--- config.mk ---
export PLATFORM = sky130hd
export DESIGN_NAME = fetch_unit
export DESIGN_NICKNAME = d
export VERILOG_FILES = /design/src/rtl/fetch_pkg.sv /design/src/rtl/fetch_fifo.sv /design/src/rtl/fetch_unit.sv
export SDC_FILE = /design/constraint.sdc
export NUM_CORES = 1
export LEC_CHECK = 0
export ABC_AREA = 1
export CAP_MARGIN = 0
export CORE_UTILIZATION = 59
export DETAILED_ROUTE_END_ITERATION = 6
export PLACE_DENSITY = 0.92
export SLEW_MARGIN = 10
export SYNTH_ARGS = -nofsm -noshare
export SYNTH_HDL_FRONTEND = slang
export SYNTH_HIERARCHICAL = 1
export SYNTH_SLANG_ARGS = --single-unit
--- constraint.sdc ---
create_clock -name clk -period 10.1 [get_ports clk]
set_input_delay 2.525 -clock clk [delete_from_list [all_inputs] [get_ports clk]]
set_output_delay 2.525 -clock clk [all_outputs]
set_load 0.1 [all_outputs]
--- src/rtl/fetch_pkg.sv ---
// Shared types and constants for the instruction fetch slice.
package fetch_pkg;

  typedef enum logic [1:0] {
    ST_IDLE  = 2'd0,
    ST_RUN   = 2'd1,
    ST_FLUSH = 2'd2
  } state_e;

  localparam int          FIFO_DEPTH       = 2;
  localparam logic [31:0] DEFAULT_RESET_PC = 32'h0000_0000;

endpackage

--- src/rtl/fetch_fifo.sv ---
// Two-entry {pc, instr} FIFO; entry 0 is always the head, entry 1 the tail.
module fetch_fifo
  import fetch_pkg::*;
#(
  parameter int DataWidth = 32
) (
  input  logic                 clk,
  input  logic                 rst,
  input  logic                 push,
  input  logic                 pop,
  input  logic                 clear,
  input  logic [31:0]          push_pc,
  input  logic [DataWidth-1:0] push_data,
  output logic [1:0]           count,
  output logic [31:0]          head_pc,
  output logic [DataWidth-1:0] head_data
);

  logic [31:0]          pc0_q, pc0_d, pc1_q, pc1_d;
  logic [DataWidth-1:0] data0_q, data0_d, data1_q, data1_d;
  logic [1:0]           count_q, count_d;
  logic                 full;

  assign full = (count_q == 2'(FIFO_DEPTH));

  always_comb begin
    pc0_d   = pc0_q;
    pc1_d   = pc1_q;
    data0_d = data0_q;
    data1_d = data1_q;
    count_d = count_q;
    if (clear) begin
      count_d = 2'd0;
    end else begin
      case ({push && (pop || !full), pop})
        2'b10: begin
          if (count_q == 2'd0) begin
            pc0_d   = push_pc;
            data0_d = push_data;
          end else begin
            pc1_d   = push_pc;
            data1_d = push_data;
          end
          count_d = count_q + 2'd1;
        end
        2'b01: begin
          pc0_d   = pc1_q;
          data0_d = data1_q;
          count_d = count_q - 2'd1;
        end
        2'b11: begin
          // Occupancy is unchanged; the new entry lands behind whatever remains.
          if (count_q == 2'd1) begin
            pc0_d   = push_pc;
            data0_d = push_data;
          end else begin
            pc0_d   = pc1_q;
            data0_d = data1_q;
            pc1_d   = push_pc;
            data1_d = push_data;
          end
        end
        default: ;
      endcase
    end
  end

  always_ff @(posedge clk or negedge rst) begin
    if (!rst) begin
      pc0_q   <= '0;
      pc1_q   <= '0;
      data0_q <= '0;
      data1_q <= '0;
      count_q <= '0;
    end else begin
      pc0_q   <= pc0_d;
      pc1_q   <= pc1_d;
      data0_q <= data0_d;
      data1_q <= data1_d;
      count_q <= count_d;
    end
  end

  assign count     = count_q;
  assign head_pc   = pc0_q;
  assign head_data = data0_q;

endmodule

--- src/rtl/fetch_unit.sv ---
// Instruction fetch: sequential PC, one-cycle imem, 2-deep buffer, redirect flush.
// Optional redirect misalignment flag enabled by FETCH_MISALIGN_TRAP_EN.
module fetch_unit
  import fetch_pkg::*;
#(
  parameter int          Address   = 8,
  parameter int          DataWidth = 32,
  parameter logic [31:0] RESET_PC  = DEFAULT_RESET_PC
) (
  input  logic                 clk,
  input  logic                 rst,
  input  logic                 redirect_en,
  input  logic [31:0]          redirect_pc,
  output logic                 imem_request,
  output logic                 imem_we_re,
  output logic [3:0]           imem_mask,
  output logic [Address-1:0]   imem_address,
  input  logic                 imem_valid,
  input  logic [DataWidth-1:0] imem_data,
  output logic                 instr_valid,
  input  logic                 instr_ready,
  output logic [DataWidth-1:0] instr,
  output logic [31:0]          instr_pc,
  output logic                 misaligned
);

  state_e      state_q, state_d;
  logic [31:0] pc_q, pc_d;
  logic [31:0] req_pc_q, req_pc_d;
  logic        inflight_q, inflight_d;
  logic        push, pop, clear;
  logic [1:0]  count;
  logic [2:0]  occ;

  assign pop  = instr_valid && instr_ready;
  assign occ  = {1'b0, count} + {2'b00, inflight_q} - {2'b00, pop};

  always_comb begin
    state_d      = state_q;
    pc_d         = pc_q;
    imem_request = 1'b0;
    push         = 1'b0;
    clear        = 1'b0;
    case (state_q)
      ST_IDLE: state_d = ST_RUN;
      ST_RUN, ST_FLUSH: begin
        imem_request = !redirect_en && (occ < 3'd2);
        // Responses seen in FLUSH belong to the abandoned stream.
        push = (state_q == ST_RUN) && imem_valid && inflight_q && !redirect_en;
        if (redirect_en) begin
          clear   = 1'b1;
          pc_d    = {redirect_pc[31:2], 2'b00};
          state_d = inflight_q ? ST_FLUSH : ST_RUN;
        end else begin
          state_d = ST_RUN;
          if (imem_request) pc_d = pc_q + 32'd4;
        end
      end
      default: state_d = ST_IDLE;
    endcase
    inflight_d = imem_request;
    req_pc_d   = imem_request ? pc_q : req_pc_q;
  end

  always_ff @(posedge clk or negedge rst) begin
    if (!rst) begin
      state_q    <= ST_IDLE;
      pc_q       <= RESET_PC;
      req_pc_q   <= '0;
      inflight_q <= 1'b0;
    end else begin
      state_q    <= state_d;
      pc_q       <= pc_d;
      req_pc_q   <= req_pc_d;
      inflight_q <= inflight_d;
    end
  end

  fetch_fifo #(.DataWidth(DataWidth)) u_fifo (
    .clk       (clk),
    .rst       (rst),
    .push      (push),
    .pop       (pop),
    .clear     (clear),
    .push_pc   (req_pc_q),
    .push_data (imem_data),
    .count     (count),
    .head_pc   (instr_pc),
    .head_data (instr)
  );

  assign instr_valid  = (count != 2'd0);
  assign imem_we_re   = 1'b0;
  assign imem_mask    = 4'b1111;
  assign imem_address = pc_q[Address+1:2];

`ifdef FETCH_MISALIGN_TRAP_EN
  logic misaligned_q, misaligned_d;

  always_comb begin
    misaligned_d = misaligned_q;
    if (redirect_en) misaligned_d = |redirect_pc[1:0];
  end

  always_ff @(posedge clk or negedge rst) begin
    if (!rst) misaligned_q <= 1'b0;
    else      misaligned_q <= misaligned_d;
  end

  assign misaligned = misaligned_q;
`else
  logic unused_low_bits;
  assign unused_low_bits = ^redirect_pc[1:0];
  assign misaligned      = 1'b0;
`endif

endmodule
Yosys cells after proc, flatten, opt, wreduce, memory -nomap -nowiden
Cells that the tools add are included.
{ "word_totals": {"ff_bits": 197, "in_bits": 69, "out_inout_bits": 80, "elab_cells": 69} }
{ "op_classes": {"n_addsub": 5, "order_cmp": 1, "n_eq_ne": 10, "mux": 23, "bitwise": 1, "reduce_logical": 20} }
{ "ops": {"columns": ["op", "count"], "rows": [
  ["32-bit 2-to-1 mux", 10],
  ["32-bit one-hot mux with 3 select lines", 2],
  ["32-bit one-hot mux with 2 select lines", 2],
  ["32-bit by 3-bit adder with 32-bit output, second input constant", 1],
  ["2-bit == test, second input constant", 4],
  ["2-bit one-hot mux with 2 select lines", 2],
  ["2-bit by 1-bit == test with 1-bit output, second input constant", 3],
  ["1-bit logical AND", 6],
  ["2-bit 2-to-1 mux", 3],
  ["2-bit nonzero test", 3],
  ["3-bit nonzero test", 2],
  ["2-bit logical NOT", 2],
  ["1-bit 2-to-1 mux", 4],
  ["2-bit != test, second input constant", 2],
  ["4-bit AND reduction", 1],
  ["2-bit by 1-bit adder with 3-bit output", 1],
  ["3-bit by 2-bit less-than comparator with 1-bit output, second input constant", 1],
  ["3-bit AND reduction", 1],
  ["3-bit by 1-bit subtractor with 3-bit output", 1],
  ["2-bit by 1-bit adder with 2-bit output, second input constant", 1],
  ["1-bit logical NOT", 2],
  ["2-bit by 1-bit != test with 1-bit output, second input constant", 1],
  ["2-bit AND reduction", 1],
  ["2-bit OR reduction", 1],
  ["other kinds (3)", 3]
]} }

Logic depth before layout (Yosys ltp)
{ "logic_depth": {"depth_word": 9, "depth_mapped": 14} }

Hierarchy
Netlist, hierarchy kept.
{ "modules_own_cells": {"columns": ["mod", "n_inst", "cells_per_inst", "area_each_um2", "seq_area_each_um2"], "rows": [
  ["fetch_fifo", 1, 792, 6102.1, 3253.1],
  ["fetch_unit", 1, 536, 3956.3, 1576.5]
]} }

Least setup slack after synthesis
No wires, ideal clock.
{ "synth_path": {"path_kind": "input to output", "start": "input port instr_ready", "end": "output port imem_request", "arrival_ns": 4.296, "setup_slack_ns": 3.279, "stages": 10, "n_path_buf": 1, "cell_sequence": "o21a_1 > ha_1 > inv_1 > nand2_1 > fa_1 > nand2_1 > a21oi_2 > o21ai_4 > nor2_8 > buf_6"} }
{ "synth_via": {"elab_chain_cells": 5} }
{ "synth_lines": {"columns": ["item", "line", "source"], "rows": [
  ["start: declaration", "fetch_unit.sv:21", "input logic instr_ready,"],
  ["1-bit logical AND", "fetch_unit.sv:35", "assign pop = instr_valid && instr_ready;"],
  ["3-bit by 1-bit subtractor with 3-bit output", "fetch_unit.sv:36", "assign occ = {1'b0, count} + {2'b00, inflight_q} - {2'b00, pop};"],
  ["3-bit by 2-bit less-than comparator with 1-bit output", "fetch_unit.sv:47", "imem_request = !redirect_en && (occ < 3'd2);"],
  ["1-bit logical AND", "fetch_unit.sv:47", null],
  ["1-bit 2-to-1 mux", "fetch_unit.sv:44", "case (state_q)"],
  ["end: declaration", "fetch_unit.sv:14", "output logic imem_request,"]
]} }
Every way passes these cells.

Worst setup path in the final report
{ "layout_path": {"start": "input port instr_ready", "end": "output port imem_request"} }
{ "layout_via": {"elab_chain_cells": 5} }
{ "layout_lines": {"columns": ["item", "line", "source"], "rows": [
  ["1-bit logical AND", "fetch_unit.sv:35", null],
  ["via pop", "fetch_unit.sv:31", "logic push, pop, clear;"],
  ["3-bit by 1-bit subtractor with 3-bit output", "fetch_unit.sv:36", null],
  ["3-bit by 2-bit less-than comparator with 1-bit output", "fetch_unit.sv:47", null],
  ["1-bit logical AND", "fetch_unit.sv:47", null],
  ["1-bit 2-to-1 mux", "fetch_unit.sv:44", null]
]} }
The timed path passes the listed nets, and every way through them passes these cells.

==> results.md <==
- Yosys reg bits: 193
- DP HPWL: 14.8 mm
- Worst slew pin tran: about 1.1 ns
- H-tree levels: 4
- Pwr/cell area: 376 mW/mm²
- Capture point of the worst reg-to-reg path: u_fifo/head_pc[23]$_DFFE_PN0P_
- Arr. time, crit path: 5.37 ns
- Die W: 133 µm
- Area delta synth->final: 18.4%
- Max Slew Vio Count: 0
- Crit-path slowest cell: nor2_8
- Placed cells: 1616
- CTS clk-pin slew, worst paths: 0.07 ns
- Mapped Cells: between 1000 and 1500
- DRT antenna net count: 0
- Root Buffer: clkbuf_16
- DR vias/cell: about 5.4
- Data required, critical path: 7.58 ns
- CTS Buf Count: 17
- Final setup margin: 2.20 ns
- Fin Clk Skew: about 0.009 ns
- Die H: roughly 130 µm
- Syn Area/Cell: between 7 and 8 µm²
- CP max FO: 54
- Worst Hold Path EP: u_fifo/data1_q[0]$_DFFE_PN0P_
- TritonRoute pass-1 iters: 5
- Layout Cells excl Fill: approximately 1600
- Startpoint types: input port
- Rel. slew slack: 0.271
- R2R setup slack: 6.99 ns
- Avg WL per Cell: 14.4 µm
- DRC Markers: 0
- CTS sink count: roughly 190
- Final core occ: 0.716
- Post-CTS Resized: 0
- Cell Chain, Critical Path: clkdlybuf4s50_1, o21a_2, ha_1, inv_1, nand2_1, fa_1, nand2_1, a21oi_2, o21ai_4, nor2_8, buf_4
- Die ar.: 0.0176 mm²
- Final setup fails: 0
- Crit Path Class: input port to output port
- RSZ-0062 raised after global routing: no
- Placer Congestion: 0.899
- CP Capture Type: output port
- CTS tree: done
- Layout net count: 1493
- Global Route Usage Sum: 0.281
- Sequential-to-total area share from yosys stat: 0.480
- Share of post-route cells with drive strength above 1: 0.0714
- FFs w/ async S/R, synth: 1.00
- Tightest Hold Check Type: flop to flop
- CTS Hold Bufs: 0
- CTS max path bufs: 2
- Yosys warnings: 6
- Commonest non-fill, non-tap cell in the layout: nand2_1
- Max VDD drop: 0.212 mV
- Leakage: approximately 5.8 nW
- Post-synth EDFFs: 0
- Fillers: between 1000 and 1500
- Post-synthesis cell type count: 37
- Port bufs: 140
- First-pass GRT wire length: between 30 and 40 mm
- Sequential power share: 0.309
- Routed WL: 23.7 mm
- Initial core utilization: 0.604
- MaxCap Viol Count: 0
- Final setup TNS: 0 ns
- Switching pwr: 2.40 mW
- Area of the core: 0.0166 mm²
- CP most frequent cell: nand2_1
- Main flop type after synthesis: dfrtp_1
- Tmin final: 7.90 ns
- Hold Crit Start: u_fifo/data1_q[0]$_DFFE_PN0P_
- Hold depth: 2
- Initial antenna violation count: 0
- Final Hold Viols: 0
- Reg2reg start: state_q[0]$_DFF_PN0_
- Clk Latency, worst-skew pair: 0.43 ns
- Final period util: 0.782
- Setup bufs post-CTS: 0
- Clk network pwr share: 0.153
- Min Hold Slack: around 0.47 ns
- Pre-CTS setup slack: about 2.2 ns
- Outcome: completed
- Switching part of the total power: 0.535
- Via count: ~8900
- GR Overflow Total: 0
- DR iter-0 viols: 792
- Slowest stage delay, CP: 0.63 ns
- FF-to-FF path depth: 8
- Core Rows: 47
- Vias in the first global route: 8248
- Combinational share of power: 0.538
- Post-Syn Area: 0.0101 mm²
- Largest net degree at the start of global routing: 129
- # diodes: 0
- Highest clock rate: 127 MHz
- Cell internal pwr: 2.08 mW
- # IOs: around 150
- Most frequent cells in the layout: nand2_1 (485), dfrtp_1 (193), nand3_1 (169)
## power groups by stage
stage / logic [mW] / clock network [mW] / registers, mW
finish: 2.41 / 0.684 / 1.38
global route: 2.59 / 0.725 / 1.42
CTS: 2.41 / 0.694 / 1.38
detailed placement: 2.39 / 0 / 1.39
global placement: 2.34 / 0 / 1.37
floorplan: 1.19 / 0 / 2.10
## sequential cells by signal, indices dropped and copies added, names as in the netlist
signal / count
inflight_q: 1
pc_q: 30
req_pc_q: 30
state_q: 2
u_fifo/count: 2
u_fifo/data1_q: 32
u_fifo/head_data: 32
u_fifo/head_pc: 32
u_fifo/pc1_q: 32
## critical path: cells and delay by family
family	cells	cell delay, ns
buf+inv	3	0.95
simple gates	3	0.74
fa+ha+maj	2	0.70
compound gates	3	0.44
## cells by family (layout without fill, tap and decap cells)
| group | after synthesis | after routing | share of synthesized area |
|---|---|---|---|
| fa+ha+maj | 9 | 9 | 0.0119 |
| compound gates | 142 | 142 | 0.0835 |
| flops | 193 | 193 | 0.480 |
| other cells | 2 | 10 | 0.000747 |
| simple gates | 776 | 776 | 0.325 |
| xor+xnor | 1 | 1 | 0.000871 |
| buf+inv | 205 | 297 | 0.0978 |
## worst max path at each step
| stage | from | end | depth (start not counted) |
|---|---|---|---|
| final | instr_ready | imem_request | 11 |
| after global routing | instr_ready | imem_request | 11 |
| after CTS | instr_ready | imem_request | 11 |
| after detailed placement | instr_ready | imem_request | 11 |
| after global placement | instr_ready | imem_request | 11 |
| after floorplan | instr_ready | imem_request | 10 |
## metrics by stage
| stage | cell area, µm² | power, mW |
|---|---|---|
| final | 11900 | 4.48 |
| after detailed placement | 11300 | 3.78 |
| after global routing | 11900 | 4.74 |
| after floorplan | 10100 | 3.29 |
| after global placement | 11300 | 3.71 |
| after CTS | 11900 | 4.48 |
## synthesized netlist by cell type (2+ instances only)
cell type  number  area [µm²]
nand3_1       169         846
nor2_2          5        31.3
buf_4          23         173
o21ai_1        18        90.1
nand2_2         7        43.8
o21ai_2         5        43.8
a21oi_2        20         175
nor2_1         88         330
nor2_4          8        90.1
o21ai_0        69         345
nand4_1         4        25.0
inv_2           3        11.3
nand2_1       487        1830
buf_6           9         101
clkbuf_1        8        30.0
ha_1            8         100
dfrtp_1       193        4830
o22ai_1         5        31.3
conb_1          2        7.51
buf_2          46         230
a21oi_1        20         100
nand2_4         2        22.5
nor3_1          3        15.0
inv_1         113         424
## final cells by class
class                      instances  area [µm²]  area share
multi-input combinational        938        4300       0.361
sequential                       193        4830       0.405
clock buffer                      17         425      0.0357
timing repair buffer             147        1460       0.122
clock inverter                    15         178      0.0149
tap                              220         275      0.0231
inverter                         118         445      0.0374
## per-layer routing
layer	GRT usage	part of all wire
met2	0.452	0.48
met1	0.396	0.43
met3	0.0352	0.076
met5	0	0
met4	0.0932	0.019
(Power assumes the default switching activity.)
